--- src/rtl/seven_seg_frame_decoder.sv ---
// Seven-segment bus observer: recovers per-digit hex/dot/blank/error
// from a multiplexed common-anode display and emits whole frames.
module seven_seg_frame_decoder #(
  parameter int NUM_DIGITS    = 4,
  parameter int STABLE_CYCLES = 8
) (
  input  logic                    clk,
  input  logic                    reset,
  input  logic [6:0]              seg_n,
  input  logic                    dp_n,
  input  logic [NUM_DIGITS-1:0]   an_n,
  output logic                    out_valid,
  input  logic                    out_ready,
  output logic [4*NUM_DIGITS-1:0] out_digits,
  output logic [NUM_DIGITS-1:0]   out_dp,
  output logic [NUM_DIGITS-1:0]   out_blank,
  output logic [NUM_DIGITS-1:0]   out_err,
  output logic                    overrun
);

  localparam int IW = (NUM_DIGITS > 1) ? $clog2(NUM_DIGITS) : 1;
  localparam int CW = $clog2(STABLE_CYCLES + 1);
  localparam logic [CW-1:0] C_MAX = CW'(STABLE_CYCLES);

  logic [6:0]              r_seg_q1, r_seg_q2;
  logic                    r_dp_q1, r_dp_q2;
  logic [NUM_DIGITS-1:0]   r_an_q1, r_an_q2;

  logic [6:0]              r_prev_seg;
  logic                    r_prev_dp;
  logic [IW-1:0]           r_prev_idx;
  logic [CW-1:0]           r_cnt;
  logic                    r_armed;

  logic [4*NUM_DIGITS-1:0] r_scr_digits;
  logic [NUM_DIGITS-1:0]   r_scr_dp;
  logic [NUM_DIGITS-1:0]   r_scr_blank;
  logic [NUM_DIGITS-1:0]   r_scr_err;
  logic [NUM_DIGITS-1:0]   r_committed;

  logic                    r_out_valid;
  logic [4*NUM_DIGITS-1:0] r_out_digits;
  logic [NUM_DIGITS-1:0]   r_out_dp;
  logic [NUM_DIGITS-1:0]   r_out_blank;
  logic [NUM_DIGITS-1:0]   r_out_err;
  logic                    r_overrun;

  logic                    w_one_hot;
  logic [IW-1:0]           w_idx;
  logic [3:0]              w_val;
  logic                    w_blank;
  logic                    w_err;
  logic                    w_match;
  logic [CW-1:0]           w_cnt_nxt;
  logic                    w_commit;
  logic [NUM_DIGITS-1:0]   w_cmask;
  logic                    w_done;
  logic                    w_accept;

  // Two-flop synchroniser on the asynchronous display bus
  always_ff @(posedge clk) begin
    if (reset) begin
      r_seg_q1 <= '0;
      r_seg_q2 <= '0;
      r_dp_q1  <= 1'b0;
      r_dp_q2  <= 1'b0;
      r_an_q1  <= '0;
      r_an_q2  <= '0;
    end else begin
      r_seg_q1 <= seg_n;
      r_seg_q2 <= r_seg_q1;
      r_dp_q1  <= dp_n;
      r_dp_q2  <= r_dp_q1;
      r_an_q1  <= an_n;
      r_an_q2  <= r_an_q1;
    end
  end

  // Strobe decode: a sample is valid only with exactly one strobe low
  always_comb begin
    w_idx     = '0;
    w_one_hot = ($countones(~r_an_q2) == 1);
    for (int i = 0; i < NUM_DIGITS; i++) begin
      if (!r_an_q2[i]) w_idx = IW'(i);
    end
  end

  // Glyph lookup of the synchronised segment pattern
  always_comb begin
    w_val   = 4'h0;
    w_blank = 1'b0;
    w_err   = 1'b0;
    case (r_seg_q2)
      7'h40: w_val = 4'h0;
      7'h79: w_val = 4'h1;
      7'h24: w_val = 4'h2;
      7'h30: w_val = 4'h3;
      7'h19: w_val = 4'h4;
      7'h12: w_val = 4'h5;
      7'h02: w_val = 4'h6;
      7'h78: w_val = 4'h7;
      7'h00: w_val = 4'h8;
      7'h10: w_val = 4'h9;
      7'h08: w_val = 4'hA;
      7'h03: w_val = 4'hB;
      7'h46: w_val = 4'hC;
      7'h21: w_val = 4'hD;
      7'h06: w_val = 4'hE;
      7'h0E: w_val = 4'hF;
      7'h7F: w_blank = 1'b1;
      default: w_err = 1'b1;
    endcase
  end

  // Run-length of identical samples; a zero count means no prior sample
  always_comb begin
    w_match = (r_cnt != '0)
           && (r_seg_q2 == r_prev_seg)
           && (r_dp_q2 == r_prev_dp)
           && (w_idx == r_prev_idx);
    w_cnt_nxt = r_cnt;
    if (!w_one_hot) begin
      w_cnt_nxt = '0;
    end else if (!w_match) begin
      w_cnt_nxt = CW'(1);
    end else if (r_cnt != C_MAX) begin
      w_cnt_nxt = r_cnt + 1'b1;
    end
    w_commit = w_one_hot && w_match && r_armed
            && (w_cnt_nxt == C_MAX);
    w_cmask = '0;
    if (w_commit) w_cmask[w_idx] = 1'b1;
  end

  // Stability tracker: counter, last sample and one-shot arm flag
  always_ff @(posedge clk) begin
    if (reset) begin
      r_cnt      <= '0;
      r_armed    <= 1'b0;
      r_prev_seg <= '0;
      r_prev_dp  <= 1'b0;
      r_prev_idx <= '0;
    end else begin
      r_cnt <= w_cnt_nxt;
      if (!w_one_hot || !w_match) begin
        r_armed <= 1'b1;
      end else if (w_commit) begin
        r_armed <= 1'b0;
      end
      if (w_one_hot) begin
        r_prev_seg <= r_seg_q2;
        r_prev_dp  <= r_dp_q2;
        r_prev_idx <= w_idx;
      end
    end
  end

  // Scratch frame: a later commit of the same digit overwrites it
  always_ff @(posedge clk) begin
    if (reset) begin
      r_scr_digits <= '0;
      r_scr_dp     <= '0;
      r_scr_blank  <= '0;
      r_scr_err    <= '0;
    end else if (w_commit) begin
      r_scr_digits[{w_idx, 2'b00} +: 4] <= w_val;
      r_scr_dp[w_idx]    <= ~r_dp_q2;
      r_scr_blank[w_idx] <= w_blank;
      r_scr_err[w_idx]   <= w_err;
    end
  end

  assign w_done   = &r_committed;
  assign w_accept = !r_out_valid || out_ready;

  // Committed flags: cleared by a completed frame, set by new commits
  always_ff @(posedge clk) begin
    if (reset) begin
      r_committed <= '0;
    end else begin
      r_committed <= (w_done ? '0 : r_committed) | w_cmask;
    end
  end

  // Output frame register with valid/ready and sticky overrun
  always_ff @(posedge clk) begin
    if (reset) begin
      r_out_valid  <= 1'b0;
      r_out_digits <= '0;
      r_out_dp     <= '0;
      r_out_blank  <= '0;
      r_out_err    <= '0;
      r_overrun    <= 1'b0;
    end else if (w_done && w_accept) begin
      r_out_valid  <= 1'b1;
      r_out_digits <= r_scr_digits;
      r_out_dp     <= r_scr_dp;
      r_out_blank  <= r_scr_blank;
      r_out_err    <= r_scr_err;
    end else if (w_done) begin
      r_overrun <= 1'b1;
    end else if (r_out_valid && out_ready) begin
      r_out_valid <= 1'b0;
    end
  end

  assign out_valid  = r_out_valid;
  assign out_digits = r_out_digits;
  assign out_dp     = r_out_dp;
  assign out_blank  = r_out_blank;
  assign out_err    = r_out_err;
  assign overrun    = r_overrun;

endmodule

--- config.mk ---
export PLATFORM = sky130hd
export DESIGN_NAME = seven_seg_frame_decoder
export DESIGN_NICKNAME = d
export VERILOG_FILES = /design/src/rtl/seven_seg_frame_decoder.sv
export SDC_FILE = /design/constraint.sdc
export NUM_CORES = 1
export LEC_CHECK = 0
export BUFFER_PORTS_ARGS = -buffer_cell sky130_fd_sc_hd__buf_4
export CAP_MARGIN = 30
export CORE_ASPECT_RATIO = 1.5
export CORE_MARGIN = 2
export CORE_UTILIZATION = 49
export DETAILED_ROUTE_END_ITERATION = 12
export MAX_ROUTING_LAYER = met4
export PLACE_DENSITY = 0.76
export SLEW_MARGIN = 20
export SYNTH_ARGS = -nofsm -noshare
export SYNTH_HDL_FRONTEND = slang
export SYNTH_SLANG_ARGS = --single-unit
--- constraint.sdc ---
create_clock -name clk -period 2.83 [get_ports clk]
set_input_delay 0.1415 -clock clk [delete_from_list [all_inputs] [get_ports clk]]
set_output_delay 0.1415 -clock clk [all_outputs]
set_load 0.005 [all_outputs]
=== Word level (Yosys, flattened, before mapping) ===
Index checks and enable logic that the tools add are counted.

* Bits of input ports: 15
* Word-level logic and storage cells: 102
* Bits in registers: 101
* Output and inout port bits: 30

* Muxes and demuxes: 22
* Reductions and logical operators: 22
* Shift-type cells: 2
* $add $sub $neg: 5
* Bitwise operators: 4
* Eq/ne operators: 23
* Magnitude comparators: 2

{| class="wikitable"
|+ Operators by type and width
! cell !! number
|-
| case mux 4 bit (15 select lines) || 1
|-
| equality test 7 bit (second input constant) || 5
|-
| equality test 7 x 5 -> 1 bit (second input constant) || 3
|-
| equality test 7 x 6 -> 1 bit (second input constant) || 3
|-
| 2-to-1 mux 4 bit || 5
|-
| OR reduction 17 bit || 1
|-
| bitwise mux 16 bit || 1
|-
| variable shift 4 x 6 -> 16 bit (first input constant) || 1
|-
| variable part select 4 x 6 -> 16 bit || 1
|-
| equality test 7 x 2 -> 1 bit (second input constant) || 2
|-
| equality test 7 x 4 -> 1 bit (second input constant) || 2
|-
| bitwise mux 4 bit || 3
|-
| logical AND 1 bit || 9
|-
| 2-to-1 mux 1 bit || 9
|-
| equality test 7 x 3 -> 1 bit (second input constant) || 1
|-
| equality test 7 bit || 1
|-
| logical NOT 7 bit || 1
|-
| negation 4 -> 6 bit || 1
|-
| AND reduction 5 bit || 1
|-
| adder 1 x 1 -> 2 bit || 2
|-
| adder 4 x 1 -> 4 bit (second input constant) || 1
|-
| equality test 4 bit (second input constant) || 1
|-
| 2-to-1 mux 2 bit || 2
|-
| inequality test 4 bit (second input constant) || 1
|-
| other kinds (17) || 22
|}

=== Longest topological paths before layout ===
Gate-level depths: netlist (run 1).

* Word-level depth: 11
* Gate-level depth with buffers: 9
* Mapped depth without buffers: 9

=== Worst setup path after synthesis (run 1) ===
No wires, ideal clock.

* Path kind: register to register
* Start: reg r_an_q2[0]
* End: reg r_scr_dp[0]
* Setup time: 70 ps
* Period minus slack after synthesis: 2,942 ps
* Cell stages (with the launch flop): 10
* Arrival: 2,871 ps
* Data required time: 2,760 ps
* Path buffers: 0
* Setup slack: -112 ps
* Cells stage by stage: dfxtp_1 > fa_1 > inv_1 > ha_1 > ha_1 > or3b_1 > or4_1 > a211o_1 > or3_1 > a21oi_1

* Cells in the longest elaborated chain, start to end: 7
* Elaborated cells on any way between the ends: 9
* Classes of those cells: add/sub: 2; eq/ne: 2; mux: 1; bitwise: 1; reduce/logical: 3

{| class="wikitable"
|+ Ends and longest elaborated chain
! item !! RTL line !! RTL
|-
| start, declared || 27 || <nowiki>logic [NUM_DIGITS-1:0] r_an_q1, r_an_q2;</nowiki>
|-
| start signal, assigned || 75 || <nowiki>r_an_q2 <= r_an_q1;</nowiki>
|-
| inverter 4 bit * || 82 || <nowiki>w_one_hot = ($countones(~r_an_q2) == 1);</nowiki>
|-
| adder 1 x 1 -> 2 bit (implied by the code) * || 82 ||
|-
| adder 2 x 2 -> 3 bit (implied by the code) * || 82 ||
|-
| equality test 3 x 1 -> 1 bit * || 82 ||
|-
| 2-to-1 mux 4 bit / logical AND 1 bit (equally long branches) || 122, 129 ||
|-
| equality test 4 bit / logical AND 1 bit (equally long branches) || 130, 129 ||
|-
| logical AND 1 bit * || 130 || <nowiki>&& (w_cnt_nxt == C_MAX);</nowiki>
|-
| end signal, assigned by index || 167 || <nowiki>r_scr_dp[w_idx] <= ~r_dp_q2;</nowiki>
|-
| end, declared || 36 || <nowiki>logic [NUM_DIGITS-1:0] r_scr_dp;</nowiki>
|}

Every way passes the cells marked *; elsewhere a longest branch is shown, timed or not.
A chain may end at the register's enable or synchronous reset.

=== Worst setup path in the final report (run 1) ===
* Start: reg r_an_q2[0]
* End: reg r_scr_blank[0]

* Cells in the longest elaborated chain, start to end: 7
* Elaborated cells on any way between the ends: 9
* Classes of those cells: add/sub: 2; eq/ne: 2; mux: 1; bitwise: 1; reduce/logical: 3

{| class="wikitable"
|+ Ends and longest elaborated chain
! item !! RTL line !! RTL
|-
| inverter 4 bit * || 82 ||
|-
| adder 1 x 1 -> 2 bit (implied by the code) * || 82 ||
|-
| adder 2 x 2 -> 3 bit (implied by the code) * || 82 ||
|-
| equality test 3 x 1 -> 1 bit * || 82 ||
|-
| 2-to-1 mux 4 bit / logical AND 1 bit (equally long branches) || 122, 129 ||
|-
| equality test 4 bit / logical AND 1 bit (equally long branches) || 130, 129 ||
|-
| logical AND 1 bit * || 130 ||
|-
| end signal, assigned by index || 168 || <nowiki>r_scr_blank[w_idx] <= w_blank;</nowiki>
|-
| end, declared || 37 || <nowiki>logic [NUM_DIGITS-1:0] r_scr_blank;</nowiki>
|}

Marks and branches as above.

==> results of run 1 <==
## final timing paths
path | from | to | slack (ps) | cells past startpoint
worst max register to register | r_an_q2[0] | r_scr_blank[0] | -0.3 | 10
worst max-delay path | r_an_q2[0] | r_scr_blank[0] | -0.3 | 10
worst min-delay path | seg_n[2] | r_seg_q1[2] | 8 | 2
worst min register to register | r_seg_q1[4] | r_seg_q2[4] | 440 | 1
## report_power, final
group          switching, mW  internal [mW]
logic                 0.0946         0.0798
clock network          0.512          0.712
registers             0.0190           1.44
total                  0.626           2.24
## critical path, stage by stage (launching register included)
cell     delay (ps)
dfxtp_2         330
fa_1            520
inv_1            40
ha_2            180
ha_4            210
or3b_4          370
or4_4           430
a211o_1         270
buf_6           150
o21ai_1         130
a21oi_1          80
## metrics by stage
step           area [µm²]  power, mW  cells
4_1_cts              5080       2.88    658
3_5_place_dp         4720       1.65    638
3_3_place_gp         4720       1.65    638
5_1_grt              5120       2.97    660
6_report             5120       2.86    660
2_1_floorplan        4250       1.60    500
## final cells by class
type | count | area, µm²
inverter | 10 | 37.5
clock inverter | 5 | 57.6
fill | 769 | 3290
tap | 107 | 134
timing repair buffer | 69 | 531
multi-input combinational | 357 | 2100
sequential | 101 | 2020
clock buffer | 11 | 243
## layer usage
metal  part of all wire [%]  track usage [%]  wire length (µm)
met1                     40             22.9              3630
met5                      0                -                 0
met2                     54             35.4              4820
met4                    1.8             8.58               161
met3                    4.3             3.99               386
## timing repair
| action | in CTS | in global routing |
|---|---|---|
| hold endpoints to repair | 2 | 0 |
| setup buffers | 2 | 1 |
| cloned | 0 | 0 |
| resized for setup | 10 | 9 |
| hold buffers | 2 | 0 |
| endpoints found under the setup margin | 7 | 13 |
| pin swaps | 3 | 3 |
## logic make-up after synthesis
| group | synth area share [%] |
|---|---|
| flops | 47.6 |
| simple gates | 22.2 |
| compound gates | 21.6 |
| mux | 0.501 |
| xor+xnor | 2.47 |
| buf+inv | 4.04 |
| fa+ha+maj | 1.65 |
## registers in the layout, summed over array words and instances (netlist names)
register      count
r_committed       4
r_cnt             4
r_scr_blank       4
r_seg_q1          7
out_blank         4
r_scr_digits     16
r_seg_q2          7
r_prev_idx        2
r_dp_q1           1
overrun           1
r_scr_dp          4
out_digits       16
out_valid         1
r_armed           1
r_scr_err         4
r_an_q2           4
r_dp_q2           1
out_err           4
r_prev_dp         1
out_dp            4
r_prev_seg        7
r_an_q1           4
## cell usage after synthesis, drive strengths merged (2+ instances only)
cell	n	share of area (%)
a211oi	5	1.0
xor2	2	0.41
nor3b	3	0.53
a211o	3	0.62
a311oi	2	0.41
or3	6	1.0
nand2b	7	1.0
nor3	6	0.71
o22ai	2	0.29
nor2b	35	5.2
o31ai	3	0.53
clkbuf	24	2.1
ha	4	1.2
nor2	10	0.88
inv	10	0.88
o21ai	34	4.0
or4	3	0.62
and3	8	1.2
or3b	2	0.41
nand3	14	1.7
xnor2	10	2.1
o211ai	16	2.8
buf	8	1.0
o32ai	3	0.62
a21oi	69	8.1
dfxtp	101	48
nand4	5	0.74
o2111ai	2	0.41
nand2	86	7.6
==> impl_metrics.json, run 1 <==
{
  "run_status": "finished with violations",
  "violations": "negative setup slack",
  "cp.arrival_ps": 3040,
  "grt-ovfl-total": 0,
  "cp_max_fo": 7,
  "final-max-slew-violation-count": 0,
  "grt_pass1_vias": 3345,
  "dp_hpwl_um": 6330,
  "ys_warn_count": 0,
  "syn_to_final_growth_pct": 20.7,
  "cts_buffers": 9,
  "relSlewSlack_pct": 53.3,
  "ir_worst_vdd_uv": 395,
  "ctsHtreeMaxLevel": 3,
  "power.density_nw_per_um2": 558,
  "max_freq_ghz": 0.353,
  "synth_flop_cell": "dfxtp_1",
  "hold_class": "in2reg",
  "root_buffer": "clkbuf_16",
  "dieArea_um2": 9440,
  "endpoint_kind": "register",
  "final_common_cell": "dfxtp_1",
  "initial_core_util_pct": 50.5,
  "die_w_um": 80.0,
  "drtIter0Drc": 229,
  "setup_ws_ps": -0.252,
  "fin_crit_ps": 2830,
  "grt_use_total_pct": 20.6,
  "syn_nets": 520,
  "rsz0062_at_grt": "true",
  "viasPerCell": 5.40,
  "antenna_found_initial": 0,
  "gp_congestion": 0.861,
  "clk_latency_ps": 340,
  "cts_sinks": 101,
  "die_h_um": 118,
  "vias": 3564,
  "cts_buffer_depth": 2,
  "ys_ff_latch": 101,
  "synth-edff-count": 0,
  "core_um2": 8410,
  "syn_area_per_cell_um2": 8.49,
  "portBuffers": 44,
  "wl_um": 9000,
  "grt_max_degree": 62,
  "synthCells": 500,
  "post-route-period-util_pct": 100,
  "grt_pass1_wl_um": 15100,
  "drc_errors": 0,
  "pre_cts_slack_ps": -162,
  "synthArstFlopShare_pct": 0,
  "worst_pin_slew_ps": 701,
  "cap_violations": 0,
  "num_rows": 41,
  "cp-start-kind": "register",
  "final_util_pct": 60.9,
  "fin_skew_ps": 6.52,
  "ys_types": 54,
  "antenna_cells": 0,
  "layout-drive-gt1-share_pct": 17.9,
  "boundaryPins": 45,
  "final_cell_mix": "dfxtp_1, nand2_1, a21oi_1, buf_4, nor2b_1",
  "dr.pass1.iters": 4,
  "hold_violations": 0,
  "hold-worst-slack_ps": 8.25,
  "setup_viol": 1,
  "cts_tree": "done",
  "ant_nets": 0,
  "clk_pin_slew_ps": 70,
  "required_ps": 3040,
  "synth_area_um2": 4250,
  "final_nets": 568,
  "crit_type": "reg2reg",
  "tns_ps": -0.252,
  "yosysSeqAreaShare_pct": 47.6,
  "p_leak_nw": 1.82,
  "wire_per_inst_um": 13.6
}
Note: power is estimated with default switching activity, not from simulation.
==> inputs of run 2 (changes only) <==
--- a/config.mk
+++ b/config.mk
@@ -13,6 +13,7 @@
 export DETAILED_ROUTE_END_ITERATION = 12
 export MAX_ROUTING_LAYER = met4
 export PLACE_DENSITY = 0.76
+export RECOVER_POWER = 25
 export SLEW_MARGIN = 20
 export SYNTH_ARGS = -nofsm -noshare
 export SYNTH_HDL_FRONTEND = slang
==> impl_metrics.json, run 2 (synthesis results as in run 1) <==
{
  "required_ps": 3040,
  "rrSetupSlack_ps": -3,
  "ant_nets": 0,
  "cp-start-kind": "register",
  "pre_cts_slack_ps": -162,
  "die_w_um": 80.0,
  "hold_class": "in2reg",
  "crit_type": "reg2reg",
  "grt_use_total_pct": 20.6,
  "run_status": "finished with violations",
  "num-fill-cells": 769,
  "final_nets": 568,
  "combinationalPowerShare_pct": 6.1,
  "cts_buffers": 9,
  "p_clk_share_pct": 42.8,
  "grt-ovfl-total": 0,
  "cts_sinks": 101,
  "p_sw_mw": 0.626,
  "dp_hpwl_um": 6330,
  "pwr-share-seq_pct": 51.1,
  "clk_latency_ps": 340,
  "cts_buffer_depth": 2,
  "fin_crit_ps": 2830,
  "power.density_nw_per_um2": 558,
  "power.internal_mw": 2.24,
  "p_leak_nw": 1.81,
  "cp.arrival_ps": 3040,
  "drc_errors": 0,
  "wl_um": 8980,
  "hold_violations": 0,
  "grt_pass1_vias": 3345,
  "gp_congestion": 0.861,
  "initial_core_util_pct": 50.5,
  "drtIter0Drc": 229,
  "ir_worst_vdd_uv": 395,
  "setup_ws_ps": -3.48,
  "dieArea_um2": 9440,
  "fin_skew_ps": 6.41,
  "num_rows": 41,
  "placed_cell_area_um2": 4720,
  "post-route-period-util_pct": 100,
  "hold-worst-slack_ps": 8.22,
  "layout-drive-gt1-share_pct": 17.9,
  "antenna_found_initial": 0,
  "vias": 3569,
  "switching_share_pct": 21.9,
  "worst_pin_slew_ps": 707,
  "rsz0062_at_grt": "true",
  "cp_max_fo": 7,
  "grt_pass1_wl_um": 15100,
  "wire_per_inst_um": 13.6,
  "setup_viol": 1,
  "core_um2": 8410,
  "cap_violations": 0,
  "relSlewSlack_pct": 52.7,
  "boundaryPins": 45,
  "portBuffers": 44,
  "violations": "negative setup slack",
  "cts_tree": "done",
  "max_freq_ghz": 0.353,
  "root_buffer": "clkbuf_16",
  "clk_pin_slew_ps": 70,
  "viasPerCell": 5.41,
  "grt_max_degree": 62,
  "dr.pass1.iters": 4,
  "endpoint_kind": "register",
  "finish.instance_area_um2": 5120,
  "die_h_um": 118,
  "final-max-slew-violation-count": 0,
  "ctsHtreeMaxLevel": 3,
  "syn_to_final_growth_pct": 20.7,
  "final_common_cell": "dfxtp_1",
  "final_cell_mix": "dfxtp_1, nand2_1, a21oi_1, buf_4, nor2b_1",
  "antenna_cells": 0
}
-- run 2: cell type report --
type,count,area (µm²),area share [%]
clock buffer,11,243,4.74
timing repair buffer,69,531,10.4
sequential,101,2020,39.5
tap,107,134,2.61
multi-input combinational,357,2100,41.0
inverter,10,37.5,0.733
clock inverter,5,57.6,1.12
-- run 2: critical path, cell delays in order, from the launching register on --
cell and delay (ps):
dfxtp_2 330, fa_1 520, inv_1 40, ha_2 180, ha_4 210, or3b_4 370, or4_4 430, a211o_1 270
buf_6 150, o21ai_1 140, a21oi_1 80
-- run 2: timing repair --
action	4_1_cts	5_1_grt
setup buffers	2	1
pin swaps	3	3
setup endpoints to repair	7	13
gates resized for setup	10	9
hold endpoints to repair	2	0
hold buffers	2	0
-- run 2: stage by stage --
step           instances  util, %  setup TNS (ps)  power [mW]
2_1_floorplan        500        -           -98.2        1.60
3_3_place_gp         638     56.1            -579        1.65
3_5_place_dp         638     56.1            -997        1.65
4_1_cts              658     60.4               0        2.88
5_1_grt              660     60.9            -449        2.97
6_report             660     60.9           -3.48        2.86
-- run 2: worst paths after layout --
path	start	to	depth (start not counted)
worst min-delay path	seg_n[2]	r_seg_q1[2]	2
worst max register to register	r_an_q2[0]	r_scr_blank[0]	10
worst min register to register	r_seg_q1[4]	r_seg_q2[4]	1
worst max-delay path	r_an_q2[0]	r_scr_blank[0]	10
-- run 2: power by group through the flow --
| stage | Clock (mW) | Combinational [mW] | Sequential (mW) |
|---|---|---|---|
| after floorplan | 0 | 0.115 | 1.49 |
| after global placement | 0 | 0.152 | 1.49 |
| after detailed placement | 0 | 0.157 | 1.49 |
| after CTS | 1.25 | 0.168 | 1.46 |
| after global routing | 1.31 | 0.194 | 1.47 |
| final | 1.22 | 0.174 | 1.46 |
-- run 2: per-layer routing --
metal / GRT usage [%] / vias up / part of all wire (%)
li1: - / 1847 / -
met1: 22.9 / 1629 / 40
met5: - / - / 0
met3: 3.99 / 11 / 4.1
met2: 35.4 / 82 / 54
met4: 8.58 / 0 / 1.8
==> inputs of run 3 (changes only) <==
==> constraint.sdc (replaced) <==
create_clock -name clk -period 2.83 [get_ports clk]
set_input_delay 0.566 -clock clk [delete_from_list [all_inputs] [get_ports clk]]
set_output_delay 0.566 -clock clk [all_outputs]
set_load 0.005 [all_outputs]
==> impl_metrics.json, run 3 (synthesis results as in run 1) <==
{
  "run_status": "finished with violations",
  "violations": "negative setup slack",
  "cts_buffers": 9,
  "worst_pin_slew_ps": 703,
  "portBuffers": 44,
  "path_buf_inv": 1,
  "cap_violations": 0,
  "cp.arrival_ps": 3130,
  "pre_cts_slack_ps": -163,
  "crit_family": "simple AND/OR/NAND/NOR gates",
  "hp-start": "seg_n[6]",
  "core_um2": 8410,
  "regToRegStartpoint": "r_an_q2[0]",
  "ctsHoldBuffers": 0,
  "die_w_um": 80.0,
  "layout-drive-gt1-share_pct": 17.6,
  "final_nets": 565,
  "cts_buffer_depth": 2,
  "die_h_um": 118,
  "max_freq_ghz": 0.351,
  "gp_congestion": 0.841,
  "crit_type": "reg2reg",
  "power.internal_mw": 2.21,
  "clk_pin_slew_ps": 70,
  "boundaryPins": 45,
  "p_sw_mw": 0.648,
  "finalNonFillerCells": 657,
  "final-max-slew-violation-count": 0,
  "initial_core_util_pct": 50.5,
  "post-route-period-util_pct": 101,
  "grt_pass1_vias": 3322,
  "hold-worst-slack_ps": 424,
  "fin_skew_ps": 8.44,
  "cts_sinks": 101,
  "cp-start-kind": "register",
  "syn_to_final_growth_pct": 19.8,
  "critPathMostFrequentCell": "ha_4",
  "path_depth": 9,
  "cpPeakStageDelay_ps": 540,
  "final_cell_mix": "dfxtp_1, nand2_1, a21oi_1, buf_4, nor2b_1",
  "required_ps": 3110,
  "holdPathEnd": "r_seg_q1[6]",
  "post-place-cells": 639,
  "grt_pass1_wl_um": 15100,
  "dr.pass1.iters": 4,
  "root_buffer": "clkbuf_16",
  "setup_viol": 2,
  "clk_latency_ps": 350,
  "rsz0062_at_grt": "true",
  "vias": 3649,
  "grt-ovfl-total": 0,
  "critical-path-slowest-cell": "fa_1",
  "p_clk_share_pct": 42.7,
  "power.density_nw_per_um2": 562,
  "relSlewSlack_pct": 53.0,
  "antenna_found_initial": 0,
  "grt_use_total_pct": 20.6,
  "dieArea_um2": 9440,
  "wire_per_inst_um": 13.9,
  "antenna_cells": 0,
  "crit_chain": "fa_1, inv_2, ha_4, ha_4, or3b_4, or4_4, a211o_1, or3_1, a21oi_1",
  "num_rows": 41,
  "viasPerCell": 5.55,
  "combinationalPowerShare_pct": 6.1,
  "endpoint_kind": "register",
  "grt_max_degree": 56,
  "dp_hpwl_um": 6360,
  "drc_errors": 0,
  "tns_ps": -23.2,
  "wl_um": 9150,
  "final_util_pct": 60.5,
  "setup_ws_ps": -20.2,
  "worstHoldPathCells": 2,
  "switching_share_pct": 22.7,
  "p_leak_nw": 1.79,
  "final_common_cell": "dfxtp_1",
  "ir_worst_vdd_uv": 521,
  "pwr-share-seq_pct": 51.2,
  "hold_class": "in2reg",
  "ant_nets": 0,
  "rrSetupSlack_ps": -20,
  "drtIter0Drc": 159,
  "ctsHtreeMaxLevel": 3,
  "hold_violations": 0,
  "rr_worst_depth": 9,
  "cp_max_fo": 2,
  "worst_r2r_endpoint": "r_scr_dp[0]",
  "cts_tree": "done",
  "fin_crit_ps": 2850
}
## run 3: changes by cell type in the layout (fill, tap and decap cells not counted), sizes merged
| cell | before | now |
|---|---|---|
| clkinvlp | 0 | 2 |
| dlygate4sd3 | 2 | 0 |
| clkbuf | 19 | 13 |
| buf | 59 | 62 |
## run 3: power by group through the flow
| stage | clock (mW) | combinational [mW] | sequential [mW] |
|---|---|---|---|
| after floorplan | 0 | 0.115 | 1.49 |
| after global placement | 0 | 0.152 | 1.49 |
| after detailed placement | 0 | 0.157 | 1.49 |
| after CTS | 1.24 | 0.167 | 1.46 |
| after global routing | 1.30 | 0.190 | 1.46 |
| final | 1.22 | 0.174 | 1.46 |
## run 3: metal layers
metal / part of all wire, % / routed length, µm / track usage, %
met5: 0 / 0 / -
met4: 2.4 / 221 / 8.69
met3: 3.9 / 359 / 4.29
met2: 54 / 4910 / 35.3
met1: 40 / 3650 / 22.7
## run 3: stage by stage
step,power (mW),area [µm²]
after CTS,2.87,5070
after global routing,2.95,5090
after detailed placement,1.65,4730
after floorplan,1.60,4250
final,2.86,5090
after global placement,1.65,4730
## run 3: timing repair
item | 4_1_cts | 5_1_grt
setup buffers | 1 | 1
pin swaps | 5 | 3
setup endpoints to repair | 7 | 15
resized for setup | 13 | 4
## run 3: how the worst max path moves through the flow
| stage | start | slack [ps] | endpoint |
|---|---|---|---|
| CTS | r_an_q2[0] | -30 | r_scr_dp[0] |
| detailed placement | r_an_q2[0] | -160 | r_scr_digits[0] |
| global placement | r_an_q2[0] | -90 | r_scr_dp[0] |
| finish | r_an_q2[0] | -20 | r_scr_dp[0] |
| floorplan | r_an_q2[0] | -100 | r_scr_dp[0] |
| global route | r_an_q2[0] | -120 | r_scr_dp[0] |
## run 3: area by class of cell
cell class	count	area, µm²
clock buffers	9	225
clock inverters	7	72.6
fillers	760	3330
inverters	10	37.5
multi-input cells	357	2100
flip-flops and latches	101	2020
well taps	107	134
repair buffers	66	499
